`src/rtl/instruction_loader_pkg.sv`:
```
// Shared constants and state encoding for the program-load sequencer.
package instruction_loader_pkg;

  localparam int unsigned BITS_FOR_STATE_COUNTER_INSTRUCTION_LOADER = 3;

  localparam int unsigned DEFAULT_BYTE_SIZE          = 8;
  localparam int unsigned DEFAULT_WORD_SIZE_IN_BYTES = 4;
  localparam int unsigned DEFAULT_MEM_SIZE_IN_WORDS  = 64;

  // Terminates a program image; instruction_memory recognises the same value.
  localparam logic [31:0] INSTRUCTION_HALT = 32'hFFFF_FFFF;

  localparam logic        LOW   = 1'b0;
  localparam logic        HIGH  = 1'b1;
  localparam int unsigned CLEAR = 0;

  typedef enum logic [BITS_FOR_STATE_COUNTER_INSTRUCTION_LOADER-1:0] {
    StIdle    = 3'd0,
    StClear   = 3'd1,
    StCollect = 3'd2,
    StWrite   = 3'd3,
    StGap     = 3'd4,
    StDone    = 3'd5,
    StError   = 3'd6
  } state_e;

endpackage

```
`src/rtl/instruction_loader_byte_assembler.sv`:
```
// Little-endian byte-to-word shift-in register with a byte position counter.
module instruction_loader_byte_assembler #(
  parameter int unsigned WORD_SIZE_IN_BYTES = 4,
  parameter int unsigned BYTE_SIZE          = 8,
  localparam int unsigned WordWidth = WORD_SIZE_IN_BYTES * BYTE_SIZE,
  localparam int unsigned CntWidth  =
      (WORD_SIZE_IN_BYTES > 1) ? $clog2(WORD_SIZE_IN_BYTES) : 1
) (
  input  logic                 clk_i,
  input  logic                 rst_ni,
  input  logic                 accept_i,
  input  logic                 clear_i,
  input  logic [BYTE_SIZE-1:0] byte_i,
  output logic                 word_ready_o,
  output logic [WordWidth-1:0] word_o
);

  localparam logic [CntWidth-1:0] LastCnt = CntWidth'(WORD_SIZE_IN_BYTES - 1);

  logic [WordWidth-1:0] word_q, word_d;
  logic [CntWidth-1:0]  cnt_q, cnt_d;
  logic                 last_byte;

  assign last_byte    = (cnt_q == LastCnt);
  assign word_ready_o = accept_i && last_byte;

  // word_o already carries the byte being accepted, so the final word is
  // available in the same cycle the last byte arrives.
  always_comb begin
    word_o = word_q;
    word_o[cnt_q * BYTE_SIZE +: BYTE_SIZE] = byte_i;
  end

  always_comb begin
    word_d = word_q;
    cnt_d  = cnt_q;
    if (clear_i) begin
      word_d = '0;
      cnt_d  = '0;
    end else if (accept_i) begin
      word_d = word_o;
      cnt_d  = last_byte ? '0 : cnt_q + 1'b1;
    end
  end

  always_ff @(posedge clk_i) begin
    if (!rst_ni) begin
      word_q <= '0;
      cnt_q  <= '0;
    end else begin
      word_q <= word_d;
      cnt_q  <= cnt_d;
    end
  end

endmodule

```
`src/rtl/instruction_loader.sv`:
```
// Program-load sequencer: UART bytes -> little-endian words -> gapped memory write strobes.
module instruction_loader #(
  parameter int unsigned WORD_SIZE_IN_BYTES = instruction_loader_pkg::DEFAULT_WORD_SIZE_IN_BYTES,
  parameter int unsigned MEM_SIZE_IN_WORDS  = instruction_loader_pkg::DEFAULT_MEM_SIZE_IN_WORDS,
  parameter int unsigned BYTE_SIZE          = instruction_loader_pkg::DEFAULT_BYTE_SIZE,
  localparam int unsigned InstrWidth = WORD_SIZE_IN_BYTES * BYTE_SIZE,
  localparam int unsigned CountWidth = $clog2(MEM_SIZE_IN_WORDS + 1)
) (
  input  logic                  i_clk,
  input  logic                  i_reset,
  input  logic                  i_start,
  input  logic                  i_abort,
  input  logic                  i_byte_valid,
  input  logic [BYTE_SIZE-1:0]  i_byte,
  output logic                  o_byte_ready,
  input  logic                  i_mem_full,
  output logic                  o_mem_clear,
  output logic                  o_instruction_write,
  output logic [InstrWidth-1:0] o_instruction,
  output logic                  o_loading,
  output logic                  o_done,
  output logic                  o_error,
  output logic [CountWidth-1:0] o_word_count
);

  import instruction_loader_pkg::*;

  localparam logic [CountWidth-1:0] MemWords = CountWidth'(MEM_SIZE_IN_WORDS);
  localparam logic [InstrWidth-1:0] HaltWord = InstrWidth'(INSTRUCTION_HALT);

  state_e                state_q, state_d;
  logic [CountWidth-1:0] count_q, count_d;
  logic [InstrWidth-1:0] instr_q, instr_d;

  logic                  asm_accept;
  logic                  asm_clear;
  logic                  asm_word_ready;
  logic [InstrWidth-1:0] asm_word;

  // An abort also flushes any partially assembled word.
  assign asm_accept = (state_q == StCollect) && i_byte_valid && !i_abort;
  assign asm_clear  = (state_q == StClear) || i_abort;

  instruction_loader_byte_assembler #(
    .WORD_SIZE_IN_BYTES(WORD_SIZE_IN_BYTES),
    .BYTE_SIZE         (BYTE_SIZE)
  ) u_byte_assembler (
    .clk_i       (i_clk),
    .rst_ni      (i_reset),
    .accept_i    (asm_accept),
    .clear_i     (asm_clear),
    .byte_i      (i_byte),
    .word_ready_o(asm_word_ready),
    .word_o      (asm_word)
  );

  always_comb begin
    state_d             = state_q;
    count_d             = count_q;
    instr_d             = instr_q;
    o_byte_ready        = 1'b0;
    o_mem_clear         = 1'b0;
    o_instruction_write = 1'b0;

    unique case (state_q)
      StIdle, StDone, StError: begin
        if (i_start) state_d = StClear;
      end
      StClear: begin
        o_mem_clear = 1'b1;
        count_d     = '0;
        instr_d     = '0;
        state_d     = StCollect;
      end
      StCollect: begin
        o_byte_ready = 1'b1;
        if (asm_word_ready) begin
          instr_d = asm_word;
          state_d = StWrite;
        end
      end
      StWrite: begin
        if (count_q != MemWords) count_d = count_q + 1'b1;
        if (i_mem_full) begin
          state_d = StError;
        end else begin
          o_instruction_write = 1'b1;
          state_d             = StGap;
        end
      end
      StGap: begin
        if (instr_q == HaltWord) begin
          state_d = StDone;
        end else if (count_q == MemWords) begin
          state_d = StError;
        end else begin
          state_d = StCollect;
        end
      end
      default: state_d = StIdle;
    endcase

    if (i_abort) begin
      state_d             = StIdle;
      count_d             = count_q;
      o_instruction_write = 1'b0;
    end
  end

  assign o_instruction = instr_q;
  assign o_word_count  = count_q;
  assign o_loading     = (state_q == StClear) || (state_q == StCollect) ||
                         (state_q == StWrite) || (state_q == StGap);
  assign o_done        = (state_q == StDone);
  assign o_error       = (state_q == StError);

  always_ff @(posedge i_clk) begin
    if (!i_reset) begin
      state_q <= StIdle;
      count_q <= '0;
      instr_q <= '0;
    end else begin
      state_q <= state_d;
      count_q <= count_d;
      instr_q <= instr_d;
    end
  end

endmodule
```
`config.mk`:
```
export PLATFORM = sky130hd
export DESIGN_NAME = instruction_loader
export DESIGN_NICKNAME = d
export VERILOG_FILES = /design/src/rtl/instruction_loader_pkg.sv /design/src/rtl/instruction_loader_byte_assembler.sv /design/src/rtl/instruction_loader.sv
export SDC_FILE = /design/constraint.sdc
export NUM_CORES = 1
export LEC_CHECK = 0
export ABC_AREA = 1
export CAP_MARGIN = 20
export CORE_AREA = 2 2 89 91
export DETAILED_ROUTE_END_ITERATION = 6
export DIE_AREA = 0 0 91 93
export PLACE_DENSITY_LB_ADDON = 0.3
export SLEW_MARGIN = 20
export SYNTH_ARGS = -nofsm -noshare
export SYNTH_HDL_FRONTEND = slang
export SYNTH_HIERARCHICAL = 1
export SYNTH_SLANG_ARGS = --single-unit
```
`constraint.sdc`:
```
create_clock -name i_clk -period 2.63 [get_ports i_clk]
set_input_delay 0.6575 -clock i_clk [delete_from_list [all_inputs] [get_ports i_clk]]
set_output_delay 0.6575 -clock i_clk [all_outputs]
set_load 0.02 [all_outputs]
```
[Word level (Yosys, flattened, before mapping)]
Index checks and enable logic that the tools add are counted.
Storage, ports and cells
  bits in registers: 76
  memories kept: 0
  ROM bits: 0
  memory bits (writable): 0
  word-level logic and storage cells: 59
  output and inout bits: 45
  bits in latches: 0
Cells by class
  shift-type cells: 2
  reductions and logical operators: 17
  order comparisons: 0
  $mul: 0
  div/mod/pow operators: 0
  add/sub/neg operators: 3
  bitwise logic cells: 2
  equality and inequality tests: 13
  mux-type cells: 17
Operator list (number)
  $pmux W32 S2: 1
  $neg A5 Y34: 1
  $shift A8 B34 Y32 const A: 1
  $shiftx A8 B34 Y32: 1
  $bwmux W32: 1
  $eq A32 B32 Y1 const B: 1
  $mux W32: 1
  $pmux W3 S5: 1
  $pmux W7 S2: 1
  $mux W3: 4
  $eq A3 B3 Y1 const B: 3
  $add A7 B1 Y7 const B: 1
  $eq A7 B7 Y1 const B: 1
  $mux W7: 1
  $ne A7 B7 Y1 const B: 1
  $eq A3 B2 Y1 const B: 2
  $ne A2 B2 Y1 const B: 3
  $mux W1: 5
  $logic_or A1 B1 Y1: 4
  $mux W2: 2
  $reduce_and A2 Y1: 2
  $reduce_bool A2 Y1: 2
  $reduce_or A2 Y1: 2
  $eq A3 B1 Y1 const B: 1
  8 further kinds: 11

[Depth between registers and ports, before layout]
Gate-level depths: netlist of the first run.
  depth in word-level cells: 6
  depth in mapped cells: 17
  mapped depth without buffers: 14

[Modules after synthesis]
Netlist of the first run, hierarchy kept.
Modules (own cells, without submodules)
  instruction_loader: sequential area each 840.8 sq um, instances 1, area an instance 2059.5 sq um, cells an instance 288
  instruction_loader_byte_assembler: sequential area each 680.7 sq um, instances 1, area an instance 1981.9 sq um, cells an instance 331

[Least setup slack after synthesis of the first run]
No wires, ideal clock.
  path kind: register -> register
  from: reg state_q[2]
  to: reg instr_q[2], in the netlist o_instruction[2]
  arrival time: 2.015 ns
  period minus slack after synthesis: 2.088 ns
  buffers on the path: 4
  setup slack: 0.542 ns
  setup time: 0.073 ns
  stages on the path, launching flop included: 14
  path through: dfxtp_1 -> inv_2 -> nand2_1 -> nor2_4 -> buf_4 -> inv_1 -> nor2_1 -> buf_2 -> nand2_1 -> inv_1 -> clkbuf_1 -> clkbuf_1 -> nand3_1 -> a21oi_1
Between the ends
  longest elaborated chain between the ends: 6
RTL lines
  start, declared: RTL line instruction_loader.sv:31  | state_e state_q, state_d;
  start signal, assigned: RTL line instruction_loader.sv:119  | state_q <= StIdle;
  start signal, assigned: RTL line instruction_loader.sv:123  | state_q <= state_d;
  $eq A3 B2 Y1: RTL line instruction_loader.sv:41  | assign asm_accept = (state_q == StCollect) && i_byte_valid && !i_abort;
  $logic_and A1 B1 Y1 (2 in a row): RTL line instruction_loader.sv:41
  net asm_accept: RTL line instruction_loader.sv:35  | logic asm_accept;
  $logic_and A1 B1 Y1: RTL line instruction_loader_byte_assembler.sv:25  | assign word_ready_o = accept_i && last_byte;
  net asm_word_ready: RTL line instruction_loader.sv:37  | logic asm_word_ready;
  $ne A2 B2 Y1 (no source line)
  $reduce_and A2 Y1 (no source line)
  end signal, assigned: RTL line instruction_loader.sv:125  | instr_q <= instr_d;
  end, declared: RTL line instruction_loader.sv:33  | logic [InstrWidth-1:0] instr_q, instr_d;
The timed path passes the listed nets, and every way through them passes these cells.
A chain may end at the register's enable or synchronous reset.

[Worst setup path after layout of the first run]
  from: in i_mem_full
  to: out o_instruction_write
Between the ends
  longest elaborated chain between the ends: 3
RTL lines
  start, declared: RTL line instruction_loader.sv:16  | input logic i_mem_full,
  $mux W1: RTL line instruction_loader.sv:84  | if (i_mem_full) begin
  $mux W1: RTL line instruction_loader.sv:65  | unique case (state_q)
  $mux W1: RTL line instruction_loader.sv:103  | if (i_abort) begin
  end, declared: RTL line instruction_loader.sv:18  | output logic o_instruction_write,
No other way between the ends.

==> results of run 1 <==
-- metal layers --
metal / GRT usage [%] / vias to the layer above
li1: - / 2089
met1: 30.1 / 1892
met2: 44.4 / 135
met3: 5.72 / 20
met4: 10.1 / 0
met5: 0 / -
-- worst max-delay path, cell delays in order --
cell and delay [ns]:
clkdlybuf4s50_1 0.39, or2_2 0.30, nor3_1 0.13, dlygate4sd2_1 0.35
-- cells by family after synthesis --
family          count (synthesis)  share of synthesized area (%)
compound gates                 66                           9.01
xor+xnor                        1                          0.217
fa+ha+maj                       7                           2.17
buf+inv                       102                           10.6
flops                          76                           37.6
simple gates                  367                           40.4
-- where the power goes --
part,switching (uW),internal [uW],total [uW]
clock,421,536,957
combinational,145,75.5,221
sequential,10.0,1160,1170
total,576,1770,2350
-- state kept, by name (all words and copies together), names as in the netlist --
register                 count
o_word_count                 7
u_byte_assembler/cnt_q       2
o_instruction               32
u_byte_assembler/word_q     32
state_q                      3
-- cell type report --
class                   count  share of cell area [%]
multi-input cells         441                    42.9
flip-flops and latches     76                    31.1
repair buffers             68                    13.4
inverters                  74                    5.72
clock buffers              12                    2.76
well taps                 102                    2.61
clock inverters             4                    1.51
-- through the flow --
stage | hold slack, ns | util [%]
6_report | 0.478 | 65.1
5_1_grt | 0.504 | 65.1
3_3_place_gp | 0.458 | 62.3
3_5_place_dp | 0.465 | 62.3
4_1_cts | 0.476 | 65.0
2_1_floorplan | 0.450 | -
-- cell usage in the layout, fill, tap and decap left out, drive strengths merged --
cell type,netlist,final
a21boi,1,1
buf,16,10
nand3,104,104
nor3,4,4
or2,1,1
xnor2,1,1
dfxtp,76,76
clkbuf,12,12
nor3b,1,1
dlymetal6s2s,0,1
inv,72,72
dlygate4sd2,0,1
nand4,13,13
o22ai,8,8
clkinv,2,4
nor2,98,98
clkdlybuf4s50,0,56
a21oi,41,41
o21bai,1,1
bufinv,0,2
o21ai,15,15
nand2,146,146
ha,7,7
-- final timing paths --
path / cells after the start / end / slack [ns]
worst max-delay path: 4 / o_instruction_write / 0.14
worst min-delay path: 2 / u_byte_assembler/word_q[24] / 0.48
worst max register to register: 9 / o_instruction[25] / 0.46
worst min register to register: 2 / u_byte_assembler/word_q[24] / 0.48
==> flow_summary_export.csv, run 1 <==
group,metric,value,unit
pwr,leakage,0.00198,uW
placed_design,dp_slack,-0.151,ns
timing,fin_skew,0.00836,ns
pwr,power.total,2350,uW
synth,synth_cell_types,33,
drt,drtAntennaViolNets,0,
clock_tree,ctsHoldBuffers,0,
drt,met2_length,5010,um
floorplan,die_w,91,um
cells_and_area,finalNonFillerCells,777,
timing,fin_crit_sh,94.7,%
clock_tree,htree_levels,3,
timing,tightest_slew,0.572,ns
timing,setup_viol,0,
setup_path,crit_fanout,2,
drt,met3_length,656,um
clock_tree,cts_buffer_depth,2,
timing,slew_violations,0,
timing,rsz0062_at_grt,"false",
cells_and_area,syn2layout_area_growth,21.2,%
timing,fmax,402,MHz
clock_tree,clkLatencyLatePin,0.36,ns
timing,timing.final.ws_setup,0.141,ns
setup_path,reg2reg_from,"u_byte_assembler/cnt_q[0]",
placed_design,gp_congestion,0.878,
placed_design,postPlaceCellArea,0.00469,mm2
setup_path,start_kind,"input pin",
cells_and_area,layout-drive-gt1-share,7.70,%
clock_tree,cts_tree,"built",
synth,yosys_warnings,6,
synth,synthCells,619,
cells_and_area,fin_nets,691,
grt,gr-usage-all-layers,25.3,%
synth,synthesis.nets,640,
synth,seq_area_frac_synth,37.6,%
cells_and_area,regArea,0.00152,mm2
placed_design,place_hpwl,7700,um
setup_path,path_class,"in -> out",
setup_path,critPathLaunch,"i_mem_full",
synth,synthesis.area,0.00404,mm2
timing,fin_crit,2.49,ns
floorplan,io_pins,59,
clock_tree,cts_root_buf,"clkbuf_8",
run,drv_cap,0,
setup_path,cp.arrival,1.83,ns
grt,grt_max_degree,53,
pwr,peakVddDrop,0.301,mV
floorplan,rows,32,
grt,grt_pass1_vias,3880,
synth,synthTopCellsByArea,"dfxtp_1 (38%), nand2_1 (13%), nand3_1 (13%)",
synth,synth_seq_cells,76,
synth,syn_area_per_cell,6.53,um2
drt,viasPerCell,5.32,
cells_and_area,fillCellCount,692,
synth,synth_edf_count,0,
synth,synth_top_area_share,37.6,%
timing,finalSetupTns,0,ns
min_path,hold_path_class,"reg -> reg",
grt,overflow,0,
drt,wl_per_cell,13.3,um
timing,slew_headroom,61.7,%
setup_path,worst_setup_path_end_kind,"output port",
drt,drtIter0Drc,301,
clock_tree,cts_made_buffers,9,
cells_and_area,fin_area,0.00490,mm2
grt,grt_pass1_wl,17300,um
placed_design,place_inst,761,
cells_and_area,antenna_cells,0,
timing,hold_viol,0,
drt,highest_layer,"met4",
min_path,hp-start,"u_byte_assembler/word_q[24]",
drt,met1_length,4390,um
synth,synth_async_sr_flop_share,0,%
synth,yosys.area.top_type,"dfxtp_1",
pwr,p_per_area,479,mW/mm2
floorplan,die_height,93,um
drt,totalWireLength,10300,um
floorplan,dieArea,0.00846,mm2
floorplan,core-area,0.00753,mm2
clock_tree,postCtsSetupBuffers,0,
setup_path,critPathRequiredTime,1.97,ns
synth,yosysMostFrequentCell,"nand2_1",
drt,route.detailed.drc,0,
placed_design,port_buffers,58,
clock_tree,cts_sinks,76,
clock_tree,ctsResizeCount,3,
synth,ys_top_cells_by_count,"nand2_1 (142), nand3_1 (104), nor2_1 (89), dfxtp_1 (76), inv_1 (63)",
drt,drtPass1Iterations,5,
drt,vias,4136,
clock_tree,clk_pin_slew_worst_paths,0.07,ns
grt,antenna_found_initial,0,
run_status,status,"finished, final reports clean",
synth,ys.flop_type,"dfxtp_1",
floorplan,initial_core_util,53.7,%
cells_and_area,multiInputGateArea,0.00210,mm2
Power figures use the tool's default switching activity.
==> inputs of run 2 (changes only) <==
--- a/config.mk
+++ b/config.mk
@@ -13,3 +13,2 @@
 export PLACE_DENSITY_LB_ADDON = 0.3
-export SLEW_MARGIN = 20
 export SYNTH_ARGS = -nofsm -noshare
==> constraint.sdc (replaced) <==
create_clock -name i_clk -period 2.63 [get_ports i_clk]
set_input_delay 0.263 -clock i_clk [delete_from_list [all_inputs] [get_ports i_clk]]
set_output_delay 0.263 -clock i_clk [all_outputs]
set_load 0.02 [all_outputs]
==> run 2 against run 1 <==
Net effect:
- critical path depth rose by 1
- clock power fell by 15%
- flip-flop and latch count did not move
- first-iteration DRC count rose by 19%
- critical path type is now reg -> out
- sequential share of layout area rose by 0.26 points
==> flow_summary_export.csv, run 2 (synthesis results as in run 1) <==
group,metric,value,unit
run_status,status,"finished, final reports clean",
floorplan,dieArea,0.00846,mm2
cells_and_area,layout_commonest_cell,"nand2_1",
floorplan,rows,32,
timing,slew_violations,0,
setup_path,crit_fanout,17,
drt,wl_per_cell,13.4,um
setup_path,path_buf_inv,2,
clock_tree,ctsResizeCount,0,
setup_path,critical-path-top-delay-family,"buffers and inverters",
timing,fin_crit_sh,89.9,%
pwr,peakVddDrop,0.228,mV
drt,drtIter0Drc,357,
clock_tree,cts_root_buf,"clkbuf_8",
clock_tree,clk_pin_slew_worst_paths,0.09,ns
clock_tree,cts_made_buffers,9,
setup_path,critPathRequiredTime,2.37,ns
clock_tree,postCtsSetupBuffers,0,
floorplan,io_pins,59,
run,drv_cap,0,
grt,antenna_found_initial,0,
grt,overflow,0,
drt,totalWireLength,10400,um
floorplan,initial_core_util,53.7,%
grt,gr-usage-all-layers,25.2,%
floorplan,core-area,0.00753,mm2
timing,rsz0062_at_grt,"false",
timing,fmax,423,MHz
timing,finalSetupTns,0,ns
cells_and_area,layout-drive-gt1-share,7.43,%
grt,grt_pass1_vias,3769,
setup_path,cp_cell_sequence,"inv_2 -> nor2_4 -> nand2_2 -> nand4_1 -> clkdlybuf4s50_1",
cells_and_area,final_cell_mix,"nand2_1 (142), nand3_1 (104), nor2_1 (88), dfxtp_1 (76), inv_1 (63)",
pwr,power.total,2200,uW
grt,grt_pass1_wl,17100,um
setup_path,critPathMaxStageDelay,0.62,ns
clock_tree,clkLatencyLatePin,0.36,ns
placed_design,port_buffers,58,
drt,vias,4157,
setup_path,worst_setup_path_end_kind,"output port",
floorplan,die_w,91,um
clock_tree,cts_sinks,76,
min_path,hold_path_class,"reg -> reg",
timing,setup_viol,0,
cells_and_area,antenna_cells,0,
timing,hold_slack,0.480,ns
timing,fin_crit,2.37,ns
pwr,p_per_area,453,mW/mm2
cells_and_area,fin_nets,689,
placed_design,gp_congestion,0.864,
timing,tightest_slew,0.582,ns
clock_tree,cts_tree,"built",
cells_and_area,regArea,0.00152,mm2
timing,hold_viol,0,
cells_and_area,syn2layout_area_growth,20.0,%
timing,slew_headroom,61.1,%
cells_and_area,multiInputGateArea,0.00210,mm2
grt,grt_max_degree,53,
setup_path,cp.arrival,2.10,ns
setup_path,start_kind,"flop",
clock_tree,cts_buffer_depth,2,
cells_and_area,fillCellCount,706,
clock_tree,htree_levels,3,
floorplan,die_height,93,um
drt,drtPass1Iterations,5,
pwr,leakage,0.00194,uW
setup_path,path_class,"reg -> out",
clock_tree,ctsHoldBuffers,0,
drt,viasPerCell,5.36,
timing,fin_skew,0.0121,ns
drt,drtAntennaViolNets,0,
setup_path,cp_slowest_cell,"clkdlybuf4s50_1",
drt,route.detailed.drc,0,
placed_design,place_hpwl,7710,um
-- run 2: report_power, final --
group / internal, uW / switching [uW]
Clock: 370 / 442
Sequential: 1160 / 10.1
Combinational: 73.3 / 144
-- run 2: per-layer routing --
metal | part of all wire (%) | up-vias | wire, um | GRT usage (%)
met5 | 0 | - | 0 | 0
met3 | 5.1 | 14 | 530 | 4.67
met4 | 1.4 | 0 | 150 | 7.58
met2 | 49 | 117 | 5060 | 44.0
met1 | 45 | 1938 | 4640 | 31.8
li1 | - | 2088 | - | -
-- run 2: path summary, 6_finish.rpt --
path / from / to / slack (ns) / cells after the start
hold reg to reg: u_byte_assembler/word_q[27] / u_byte_assembler/word_q[27] / 0.48 / 2
hold / removal: u_byte_assembler/word_q[27] / u_byte_assembler/word_q[27] / 0.48 / 2
setup / recovery: state_q[0] / o_loading / 0.26 / 5
setup reg to reg: u_byte_assembler/cnt_q[0] / o_instruction[25] / 0.46 / 9
-- run 2: layout make-up --
cell class / instances / share of cell area [%]
repair buffers: 66 / 13.2
flip-flops and latches: 76 / 31.4
well taps: 102 / 2.63
multi-input cells: 441 / 43.3
inverters: 74 / 5.78
clock inverters: 5 / 0.774
clock buffers: 11 / 2.92
-- run 2: through the flow --
step / cells / utilization, % / worst slack [ns] / cell area, um2
final: 775 / 64.4 / 0.265 / 4850
after global routing: 775 / 64.4 / 0.142 / 4850
after CTS: 775 / 64.4 / 0.268 / 4850
after detailed placement: 759 / 62.1 / 0.340 / 4670
after global placement: 759 / 62.1 / 0.432 / 4670
after floorplan: 619 / - / 0.542 / 4040
-- run 2: worst reg2reg max path, stage by stage, from the launching register on --
cell,delay (ns)
dfxtp_1,0.52
inv_2,0.16
ha_1,0.41
inv_1,0.23
nand2_1,0.11
nor2_1,0.19
nand2_1,0.10
o21ai_0,0.12
nand3_1,0.11
a21oi_1,0.15
